===== src/rtl/seg_axil_master.sv =====
// seg_axil_master: single-transaction AXI4-Lite master for the segmentation accelerator s00_axi port.
// Latency: command accept to rsp_valid is 3 cycles minimum, +1 per AXI stall cycle.
// Backpressure: cmd_ready low from accept until the rsp handshake; response held while rsp_ready is low.
//
// Ports:
//   clk, rst                     clock, synchronous active-high reset
//   cmd_valid/cmd_ready          command handshake (cmd_we, cmd_addr, cmd_wdata, cmd_wstrb)
//   rsp_valid/rsp_ready          response handshake (rsp_rdata, rsp_resp, rsp_timeout)
//   m00_axi_*                    AXI4-Lite master channels AW, W, B, AR, R
module seg_axil_master #(
  parameter int C_S00_AXI_DATA_WIDTH = 32,
  parameter int C_S00_AXI_ADDR_WIDTH = 4,
  parameter int TIMEOUT_CYCLES       = 256
) (
  input  logic                                clk,
  input  logic                                rst,
  // command port
  input  logic                                cmd_valid,
  output logic                                cmd_ready,
  input  logic                                cmd_we,
  input  logic [C_S00_AXI_ADDR_WIDTH-1:0]     cmd_addr,
  input  logic [C_S00_AXI_DATA_WIDTH-1:0]     cmd_wdata,
  input  logic [C_S00_AXI_DATA_WIDTH/8-1:0]   cmd_wstrb,
  // response port
  output logic                                rsp_valid,
  input  logic                                rsp_ready,
  output logic [C_S00_AXI_DATA_WIDTH-1:0]     rsp_rdata,
  output logic [1:0]                          rsp_resp,
  output logic                                rsp_timeout,
  // AXI4-Lite write address
  output logic [C_S00_AXI_ADDR_WIDTH-1:0]     m00_axi_awaddr,
  output logic [2:0]                          m00_axi_awprot,
  output logic                                m00_axi_awvalid,
  input  logic                                m00_axi_awready,
  // AXI4-Lite write data
  output logic [C_S00_AXI_DATA_WIDTH-1:0]     m00_axi_wdata,
  output logic [C_S00_AXI_DATA_WIDTH/8-1:0]   m00_axi_wstrb,
  output logic                                m00_axi_wvalid,
  input  logic                                m00_axi_wready,
  // AXI4-Lite write response
  input  logic [1:0]                          m00_axi_bresp,
  input  logic                                m00_axi_bvalid,
  output logic                                m00_axi_bready,
  // AXI4-Lite read address
  output logic [C_S00_AXI_ADDR_WIDTH-1:0]     m00_axi_araddr,
  output logic [2:0]                          m00_axi_arprot,
  output logic                                m00_axi_arvalid,
  input  logic                                m00_axi_arready,
  // AXI4-Lite read data
  input  logic [C_S00_AXI_DATA_WIDTH-1:0]     m00_axi_rdata,
  input  logic [1:0]                          m00_axi_rresp,
  input  logic                                m00_axi_rvalid,
  output logic                                m00_axi_rready
);

  localparam int DW   = C_S00_AXI_DATA_WIDTH;
  localparam int AW   = C_S00_AXI_ADDR_WIDTH;
  localparam int SW   = C_S00_AXI_DATA_WIDTH / 8;
  localparam int WD_W = $clog2(TIMEOUT_CYCLES + 1);
  // The counter holds the number of completed outstanding cycles, so the cycle
  // in which it reads TIMEOUT_CYCLES-1 is the last one allowed.
  localparam logic [WD_W-1:0] WD_LAST = WD_W'(TIMEOUT_CYCLES - 1);

  typedef enum logic [2:0] {
    IDLE    = 3'd0,
    WR      = 3'd1,
    WR_RESP = 3'd2,
    RD_ADDR = 3'd3,
    RD_DATA = 3'd4,
    RSP     = 3'd5
  } state_t;

  state_t            state_q, state_d;
  logic [WD_W-1:0]   wd_q, wd_d;

  logic              cmd_ready_d;
  logic              rsp_valid_d;
  logic [DW-1:0]     rsp_rdata_d;
  logic [1:0]        rsp_resp_d;
  logic              rsp_timeout_d;
  logic [AW-1:0]     awaddr_d;
  logic              awvalid_d;
  logic [DW-1:0]     wdata_d;
  logic [SW-1:0]     wstrb_d;
  logic              wvalid_d;
  logic              bready_d;
  logic [AW-1:0]     araddr_d;
  logic              arvalid_d;
  logic              rready_d;

  logic              busy;   // a transaction is outstanding on the AXI side
  logic              done;   // the state's completing handshake happens this cycle
  logic              tmo;

  assign m00_axi_awprot = 3'b000;
  assign m00_axi_arprot = 3'b000;
  assign tmo            = (wd_q == WD_LAST);

  always_comb begin
    state_d       = state_q;
    wd_d          = wd_q;
    cmd_ready_d   = cmd_ready;
    rsp_valid_d   = rsp_valid;
    rsp_rdata_d   = rsp_rdata;
    rsp_resp_d    = rsp_resp;
    rsp_timeout_d = rsp_timeout;
    awaddr_d      = m00_axi_awaddr;
    awvalid_d     = m00_axi_awvalid;
    wdata_d       = m00_axi_wdata;
    wstrb_d       = m00_axi_wstrb;
    wvalid_d      = m00_axi_wvalid;
    bready_d      = m00_axi_bready;
    araddr_d      = m00_axi_araddr;
    arvalid_d     = m00_axi_arvalid;
    rready_d      = m00_axi_rready;
    busy          = 1'b0;
    done          = 1'b0;

    unique case (state_q)
      IDLE: begin
        if (cmd_valid) begin
          cmd_ready_d = 1'b0;
          wd_d        = '0;
          if (cmd_we) begin
            awaddr_d  = cmd_addr;
            wdata_d   = cmd_wdata;
            wstrb_d   = cmd_wstrb;
            awvalid_d = 1'b1;
            wvalid_d  = 1'b1;
            state_d   = WR;
          end else begin
            araddr_d  = cmd_addr;
            arvalid_d = 1'b1;
            state_d   = RD_ADDR;
          end
        end
      end

      WR: begin
        busy = 1'b1;
        if (m00_axi_awvalid && m00_axi_awready) awvalid_d = 1'b0;
        if (m00_axi_wvalid  && m00_axi_wready)  wvalid_d  = 1'b0;
        // A channel whose valid is already low has completed its handshake earlier.
        if ((!m00_axi_awvalid || m00_axi_awready) && (!m00_axi_wvalid || m00_axi_wready)) begin
          done     = 1'b1;
          bready_d = 1'b1;
          state_d  = WR_RESP;
        end
      end

      WR_RESP: begin
        busy = 1'b1;
        if (m00_axi_bvalid) begin
          done          = 1'b1;
          bready_d      = 1'b0;
          rsp_valid_d   = 1'b1;
          rsp_rdata_d   = '0;
          rsp_resp_d    = m00_axi_bresp;
          rsp_timeout_d = 1'b0;
          state_d       = RSP;
        end
      end

      RD_ADDR: begin
        busy = 1'b1;
        if (m00_axi_arready) begin
          done      = 1'b1;
          arvalid_d = 1'b0;
          rready_d  = 1'b1;
          state_d   = RD_DATA;
        end
      end

      RD_DATA: begin
        busy = 1'b1;
        if (m00_axi_rvalid) begin
          done          = 1'b1;
          rready_d      = 1'b0;
          rsp_valid_d   = 1'b1;
          rsp_rdata_d   = m00_axi_rdata;
          rsp_resp_d    = m00_axi_rresp;
          rsp_timeout_d = 1'b0;
          state_d       = RSP;
        end
      end

      RSP: begin
        if (rsp_ready) begin
          rsp_valid_d = 1'b0;
          cmd_ready_d = 1'b1;
          state_d     = IDLE;
        end
      end

      default: begin
        state_d     = IDLE;
        cmd_ready_d = 1'b1;
      end
    endcase

    // Watchdog: a completing handshake in the final cycle takes priority over the abort.
    if (busy) begin
      wd_d = wd_q + WD_W'(1);
      if (!done && tmo) begin
        awvalid_d     = 1'b0;
        wvalid_d      = 1'b0;
        bready_d      = 1'b0;
        arvalid_d     = 1'b0;
        rready_d      = 1'b0;
        rsp_valid_d   = 1'b1;
        rsp_rdata_d   = '0;
        rsp_resp_d    = 2'b10;
        rsp_timeout_d = 1'b1;
        state_d       = RSP;
      end
    end
  end

  always_ff @(posedge clk) begin
    if (rst) begin
      state_q         <= IDLE;
      wd_q            <= '0;
      cmd_ready       <= 1'b1;
      rsp_valid       <= 1'b0;
      rsp_rdata       <= '0;
      rsp_resp        <= 2'b00;
      rsp_timeout     <= 1'b0;
      m00_axi_awaddr  <= '0;
      m00_axi_awvalid <= 1'b0;
      m00_axi_wdata   <= '0;
      m00_axi_wstrb   <= '0;
      m00_axi_wvalid  <= 1'b0;
      m00_axi_bready  <= 1'b0;
      m00_axi_araddr  <= '0;
      m00_axi_arvalid <= 1'b0;
      m00_axi_rready  <= 1'b0;
    end else begin
      state_q         <= state_d;
      wd_q            <= wd_d;
      cmd_ready       <= cmd_ready_d;
      rsp_valid       <= rsp_valid_d;
      rsp_rdata       <= rsp_rdata_d;
      rsp_resp        <= rsp_resp_d;
      rsp_timeout     <= rsp_timeout_d;
      m00_axi_awaddr  <= awaddr_d;
      m00_axi_awvalid <= awvalid_d;
      m00_axi_wdata   <= wdata_d;
      m00_axi_wstrb   <= wstrb_d;
      m00_axi_wvalid  <= wvalid_d;
      m00_axi_bready  <= bready_d;
      m00_axi_araddr  <= araddr_d;
      m00_axi_arvalid <= arvalid_d;
      m00_axi_rready  <= rready_d;
    end
  end

endmodule


===== config.mk =====
export PLATFORM = sky130hd
export DESIGN_NAME = seg_axil_master
export DESIGN_NICKNAME = d
export VERILOG_FILES = /design/src/rtl/seg_axil_master.sv
export SDC_FILE = /design/constraint.sdc
export NUM_CORES = 1
export LEC_CHECK = 0
export CAP_MARGIN = 20
export CORE_UTILIZATION = 30
export DETAILED_ROUTE_END_ITERATION = 12
export GPL_TIMING_DRIVEN = 0
export SYNTH_ARGS = -nofsm -noshare
export SYNTH_HDL_FRONTEND = slang
export SYNTH_SLANG_ARGS = --single-unit

===== constraint.sdc =====
create_clock -name clk -period 3.2 [get_ports clk]
set_input_delay 0.64 -clock clk [delete_from_list [all_inputs] [get_ports clk]]
set_output_delay 0.64 -clock clk [all_outputs]
set_load 0.1 [all_outputs]

==> results of run 1 <==
==> layout by cell type (no fill, tap or decap), types with 3 or more instances in the layout <==
cell             Yosys  final
a211oi_1             6      6
a21oi_1             52     52
a22oi_1             34     34
buf_2               14     14
buf_4                9      9
buf_6                5      5
clkbuf_1            15     15
clkbuf_16            0      9
clkdlybuf4s50_1      0    170
conb_1               1      6
dfxtp_1             98     98
inv_1                6      6
nand2_1             98     98
nand3_1              5      5
nand4_1              3      3
nor2_1              12     12
nor2b_1              3      3
nor3_1              40     40
o21ai_0              9      9
xnor2_1              3      3
==> metal layers <==
metal	routed length, um	part of all wire [%]	vias to the layer above	GRT usage, %
met5	0	0	-	0
met4	98	0.84	0	5.385
met3	1232	11	7	8.421
met2	5306	46	149	27.70
met1	4979	43	1798	20.64
li1	-	-	1935	-
==> kinds of logic after synthesis <==
family	Yosys count	share of synthesized area, %
other	1	0.09609
xor gates and xnor gates	5	1.122
DFF	98	50.27
buffers and inverters	49	6.989
and+or+nand+nor	178	21.80
muxes	1	0.2565
AOI/OAI and AO/OA	115	18.82
adders and majority gates	2	0.6411
==> sequential cells by signal, summed over array words and instances (netlist names) <==
name,cells
m00_axi_wdata,32
rsp_rdata,32
wd_q,9
m00_axi_araddr,4
m00_axi_awaddr,4
m00_axi_wstrb,4
state_q,3
rsp_resp,2
cmd_ready,1
m00_axi_arvalid,1
m00_axi_awvalid,1
m00_axi_bready,1
m00_axi_rready,1
m00_axi_wvalid,1
rsp_timeout,1
rsp_valid,1
==> final cells by class <==
| class | count | area, um^2 | area share, % |
|---|---|---|---|
| plain buffers | 43 | 250.2 | 4.059 |
| well taps | 172 | 215.2 | 3.491 |
| repair buffers | 170 | 1702 | 27.60 |
| clock buffers | 9 | 225.2 | 3.653 |
| clock inverters | 7 | 101.3 | 1.644 |
| multi-input cells | 307 | 1687 | 27.36 |
| flip-flops and latches | 98 | 1962 | 31.82 |
| inverters | 6 | 22.52 | 0.3653 |
==> power breakdown <==
group / switching (mW) / leakage (nW) / internal, mW
sequential: 0.0431 / 0.795 / 1.29
combinational: 0.743 / 1.21 / 0.326
clock: 0.484 / 0.152 / 0.690
==> tightest hold or removal path, cell delays in order, from the launching register on <==
cell and delay [ns]:
dfxtp_1 0.31, nand2_1 0.05, a21oi_1 0.05
==> per-stage QoR <==
step | hold WS (ns) | instance area, um^2 | setup slack, ns
2_1_floorplan | 0.4541 | 3921 | 1.121
3_3_place_gp | 0.4408 | 5838 | 0.7480
3_5_place_dp | 0.4487 | 5838 | 0.7438
4_1_cts | 0.4599 | 6165 | 0.6351
5_1_grt | 0.4758 | 6165 | 0.5982
6_report | 0.4578 | 6165 | 0.6615
==> path summary, 6_finish.rpt <==
path | startpoint | to | slack (ns) | depth (start not counted)
max | rsp_valid | rsp_valid | 0.66 | 1
max reg2reg | wd_q[2] | m00_axi_awvalid | 1.09 | 7
min reg2reg | m00_axi_wdata[26] | m00_axi_wdata[26] | 0.46 | 2
min | m00_axi_wdata[26] | m00_axi_wdata[26] | 0.46 | 2
==> impl_metrics.env, run 1 <==
export IMPL_fill_cells=1240
export IMPL_drive_gt1_share_pct=8.281
export IMPL_synth_area_leaders="dfxtp_1, nand2_1, a21oi_1, a22oi_1, nor3_1"
export IMPL_placedCellCount=796
export IMPL_synth_main_ff_cell="dfxtp_1"
export IMPL_core_area_um2=12670
export IMPL_critPathKind="register to output pin"
export IMPL_yosysTopAreaCell="dfxtp_1"
export IMPL_die_h_um=116.1
export IMPL_power_mw=3.577
export IMPL_clkTransAtPathRegs_ns=0.07
export IMPL_netlist_instances=449
export IMPL_clock_latency_ns=0.35
export IMPL_postCtsSetupRepairBufs=0
export IMPL_critPathBufInv=1
export IMPL_die_w_um=116.1
export IMPL_timing_final_max_slew_violations=0
export IMPL_status="finished clean"
export IMPL_first_pass_iters=4
export IMPL_setup_viol=0
export IMPL_yosys_cell_types_count=45
export IMPL_grt_pass1_wl_mm=18.04
export IMPL_ys_seq_elements=98
export IMPL_avgSynthCellArea_um2=8.692
export IMPL_antenna_left=0
export IMPL_htree_levels=3
export IMPL_crit_path_max_incr_delay_ns=1.16
export IMPL_fmax_mhz=393.9
export IMPL_drc=0
export IMPL_num_antenna_cells=0
export IMPL_rsz0062_at_grt="false"
export IMPL_via_count=3889
export IMPL_stdcell_count=812
export IMPL_drv_cap=0
export IMPL_antenna_found_initial=0
export IMPL_min_period_ns=2.538
export IMPL_place_hpwl_mm=8.707
export IMPL_max_slew_margin_pct=31.49
export IMPL_cellLeakagePower_nw=2.157
export IMPL_setup_tns_ns=0
export IMPL_io_pins=178
export IMPL_gr_total_overflow=0
export IMPL_io_buffers=170
export IMPL_clockBufferDepth=2
export IMPL_wire_per_inst_um=14.31
export IMPL_grt_max_degree=18
export IMPL_synth_top_area_share_pct=50.27
export IMPL_area_growth_pct=57.97
export IMPL_final_util_pct=48.65
export IMPL_place_gp_congestion=0.7694
export IMPL_peakVddDrop_mv=0.3866
export IMPL_drtIter0Drc=151
export IMPL_arrival_ns=1.90
export IMPL_synth_edf_count=0
export IMPL_cp_cell_sequence="clkdlybuf4s50_1"
export IMPL_hold_buffers=0
export IMPL_cts_root_buf="clkbuf_16"
export IMPL_worstHoldPathType="register to register"
export IMPL_yosysWarnings=0
export IMPL_synth_seq_area_share_pct=50.27
export IMPL_synth_common_cells="dfxtp_1, nand2_1, a21oi_1"
export IMPL_vias_per_cell=4.789
export IMPL_numCtsBuffers=9
export IMPL_grt_pass1_vias=3704
export IMPL_p_per_area_nw_per_um2=580.2
export IMPL_critical_path_slowest_cell="clkdlybuf4s50_1"
export IMPL_worst_setup_path_end_kind="output pin"
export IMPL_path_delay_family="buffers and inverters"
export IMPL_fp_row_count=41
export IMPL_cp_start_kind="register"
export IMPL_hold_violations=0
export IMPL_syn_area_um2=3902
export IMPL_cts_tree="yes"
export IMPL_period_share_pct=79.33
export IMPL_final_net_count=723
export IMPL_worstPathRequired_ns=2.56
export IMPL_grt_use_total_pct=17.41
export IMPL_die_area_um2=13470
export IMPL_cts_resized=0
export IMPL_start_util_pct=30.80
export IMPL_wl_mm=11.62
export IMPL_cp_max_fo=4
export IMPL_fin_skew_ns=0.004928
export IMPL_async_flop_share_pct=0
export IMPL_worst_slew_pin_slew_ns=1.024
export IMPL_clock_sinks=98
No activity file was read; power rests on OpenSTA's default activity.
==> inputs of run 2 (changes only) <==
Clock period 3.2 ns to 2.45 ns, I/O delays scaled along.
==> impl_metrics.env, run 2 (same netlist as run 1, synthesis figures left out) <==
export IMPL_status="finished clean"
export IMPL_reg2reg_from="wd_q[2]"
export IMPL_worst_setup_path_end_kind="output pin"
export IMPL_place_gp_congestion=0.7694
export IMPL_clockBufferDepth=2
export IMPL_area_growth_pct=58.03
export IMPL_antenna_found_initial=0
export IMPL_hold_buffers=0
export IMPL_gr_total_overflow=0
export IMPL_peakVddDrop_mv=0.5049
export IMPL_rr_endpoint="m00_axi_awvalid"
export IMPL_power_mw=4.672
export IMPL_final_net_count=723
export IMPL_vias_per_cell=4.782
export IMPL_drv_cap=0
export IMPL_setup_viol=0
export IMPL_cp_max_fo=3
export IMPL_place_hpwl_mm=8.707
export IMPL_htree_levels=3
export IMPL_path_delay_family="buffers and inverters"
export IMPL_reg2regPathDepth=7
export IMPL_numCtsBuffers=9
export IMPL_min_period_ns=2.373
export IMPL_postCtsSetupRepairBufs=0
export IMPL_critPathKind="register to output pin"
export IMPL_hold_end="m00_axi_wdata[26]"
export IMPL_die_h_um=116.1
export IMPL_whs_ns=0.4578
export IMPL_drive_gt1_share_pct=8.281
export IMPL_post_route_cell_area_um2=6167
export IMPL_ff2ff_setup_slack_ns=0.35
export IMPL_io_pins=178
export IMPL_final_cell_mix="clkdlybuf4s50_1, nand2_1, dfxtp_1, a21oi_1, nor3_1"
export IMPL_num_antenna_cells=0
export IMPL_start_util_pct=30.80
export IMPL_fmax_mhz=421.4
export IMPL_grt_use_total_pct=17.41
export IMPL_clock_latency_ns=0.35
export IMPL_drtIter0Drc=172
export IMPL_fp_row_count=41
export IMPL_mostFrequentLayoutCell="clkdlybuf4s50_1"
export IMPL_max_slew_margin_pct=31.49
export IMPL_top_regs="m00_axi_wdata x32, rsp_rdata x32, wd_q x9"
export IMPL_cp_start_kind="register"
export IMPL_worst_slew_pin_slew_ns=1.024
export IMPL_via_count=3883
export IMPL_worstHoldPathType="register to register"
export IMPL_drc=0
export IMPL_critical_path_slowest_cell="clkdlybuf4s50_1"
export IMPL_clkTransAtPathRegs_ns=0.07
export IMPL_first_pass_iters=5
export IMPL_cellLeakagePower_nw=2.175
export IMPL_cts_tree="yes"
export IMPL_arrival_ns=1.88
export IMPL_setup_tns_ns=0
export IMPL_holdPathStages=2
export IMPL_rsz0062_at_grt="false"
export IMPL_die_area_um2=13470
export IMPL_fin_skew_ns=0.004765
export IMPL_period_share_pct=96.86
export IMPL_p_per_area_nw_per_um2=757.5
export IMPL_crit_path_max_incr_delay_ns=1.17
export IMPL_worstHoldStart="m00_axi_wdata[26]"
export IMPL_timing_final_max_slew_violations=0
export IMPL_io_buffers=170
export IMPL_grt_pass1_vias=3704
export IMPL_grt_pass1_wl_mm=18.04
export IMPL_core_area_um2=12670
export IMPL_hold_violations=0
export IMPL_cts_root_buf="clkbuf_16"
export IMPL_die_w_um=116.1
export IMPL_place_area_um2=5838
export IMPL_cp_cell_sequence="clkdlybuf4s50_1"
export IMPL_antenna_left=0
export IMPL_worstPathRequired_ns=1.96
export IMPL_wl_mm=11.61
export IMPL_wire_per_inst_um=14.30
export IMPL_clock_sinks=98
export IMPL_critPathBufInv=1
export IMPL_grt_max_degree=18
==> run 2: cell types whose count changed in the layout (fill, tap and decap cells not counted) <==
cell,before,now
clkdlybuf4s50_1,170,169
dlymetal6s2s_1,0,1
==> run 2: area by class of cell <==
type                       instances  area [um^2]
buffer                            43        250.2
clock buffer                       9        225.2
clock inverter                     7        101.3
fill                            1241         6504
inverter                           6        22.52
multi-input combinational        307         1687
sequential                        98         1962
tap                              172        215.2
timing repair buffer             170         1704
==> run 2: timing repair <==
item / in CTS / in global routing
endpoints found under the hold margin: 0 / 0
endpoints found under the setup margin: 0 / 1
gates resized for setup: 0 / 1
==> run 2: report_power, final <==
group / switching (mW) / leakage, nW / internal [mW]
Clock: 0.631 / 0.152 / 0.902
Sequential: 0.0562 / 0.795 / 1.69
Combinational: 0.971 / 1.23 / 0.425
==> run 2: per-layer routing <==
layer  wire, um  vias to the layer above  global-route usage, %
li1           -                     1936                      -
met1       4965                     1789                  20.64
met2       5307                      151                  27.70
met3       1240                        7                  8.421
met4         98                        0                  5.385
met5          0                        -                      0
==> run 2: per-stage QoR <==
stage,worst slack (ns),cells,util [%]
finish,0.07705,812,48.67
global route,0.02264,812,48.67
floorplan,0.3710,454,-
detailed placement,0.1438,796,46.07
CTS,0.03505,812,48.65
global placement,0.1480,796,46.07
==> run 2: how the worst max path moves through the flow <==
stage / from / to / slack (ns) / depth (start not counted)
final: m00_axi_wvalid / m00_axi_wvalid / 0.08 / 1
after global routing: m00_axi_awvalid / m00_axi_awvalid / 0.02 / 1
after global placement: m00_axi_wready / rsp_rdata[22] / 0.15 / 6
after floorplan: m00_axi_wvalid / m00_axi_awvalid / 0.37 / 5
after detailed placement: m00_axi_wready / m00_axi_wvalid / 0.14 / 6
after CTS: rsp_valid / rsp_valid / 0.04 / 1
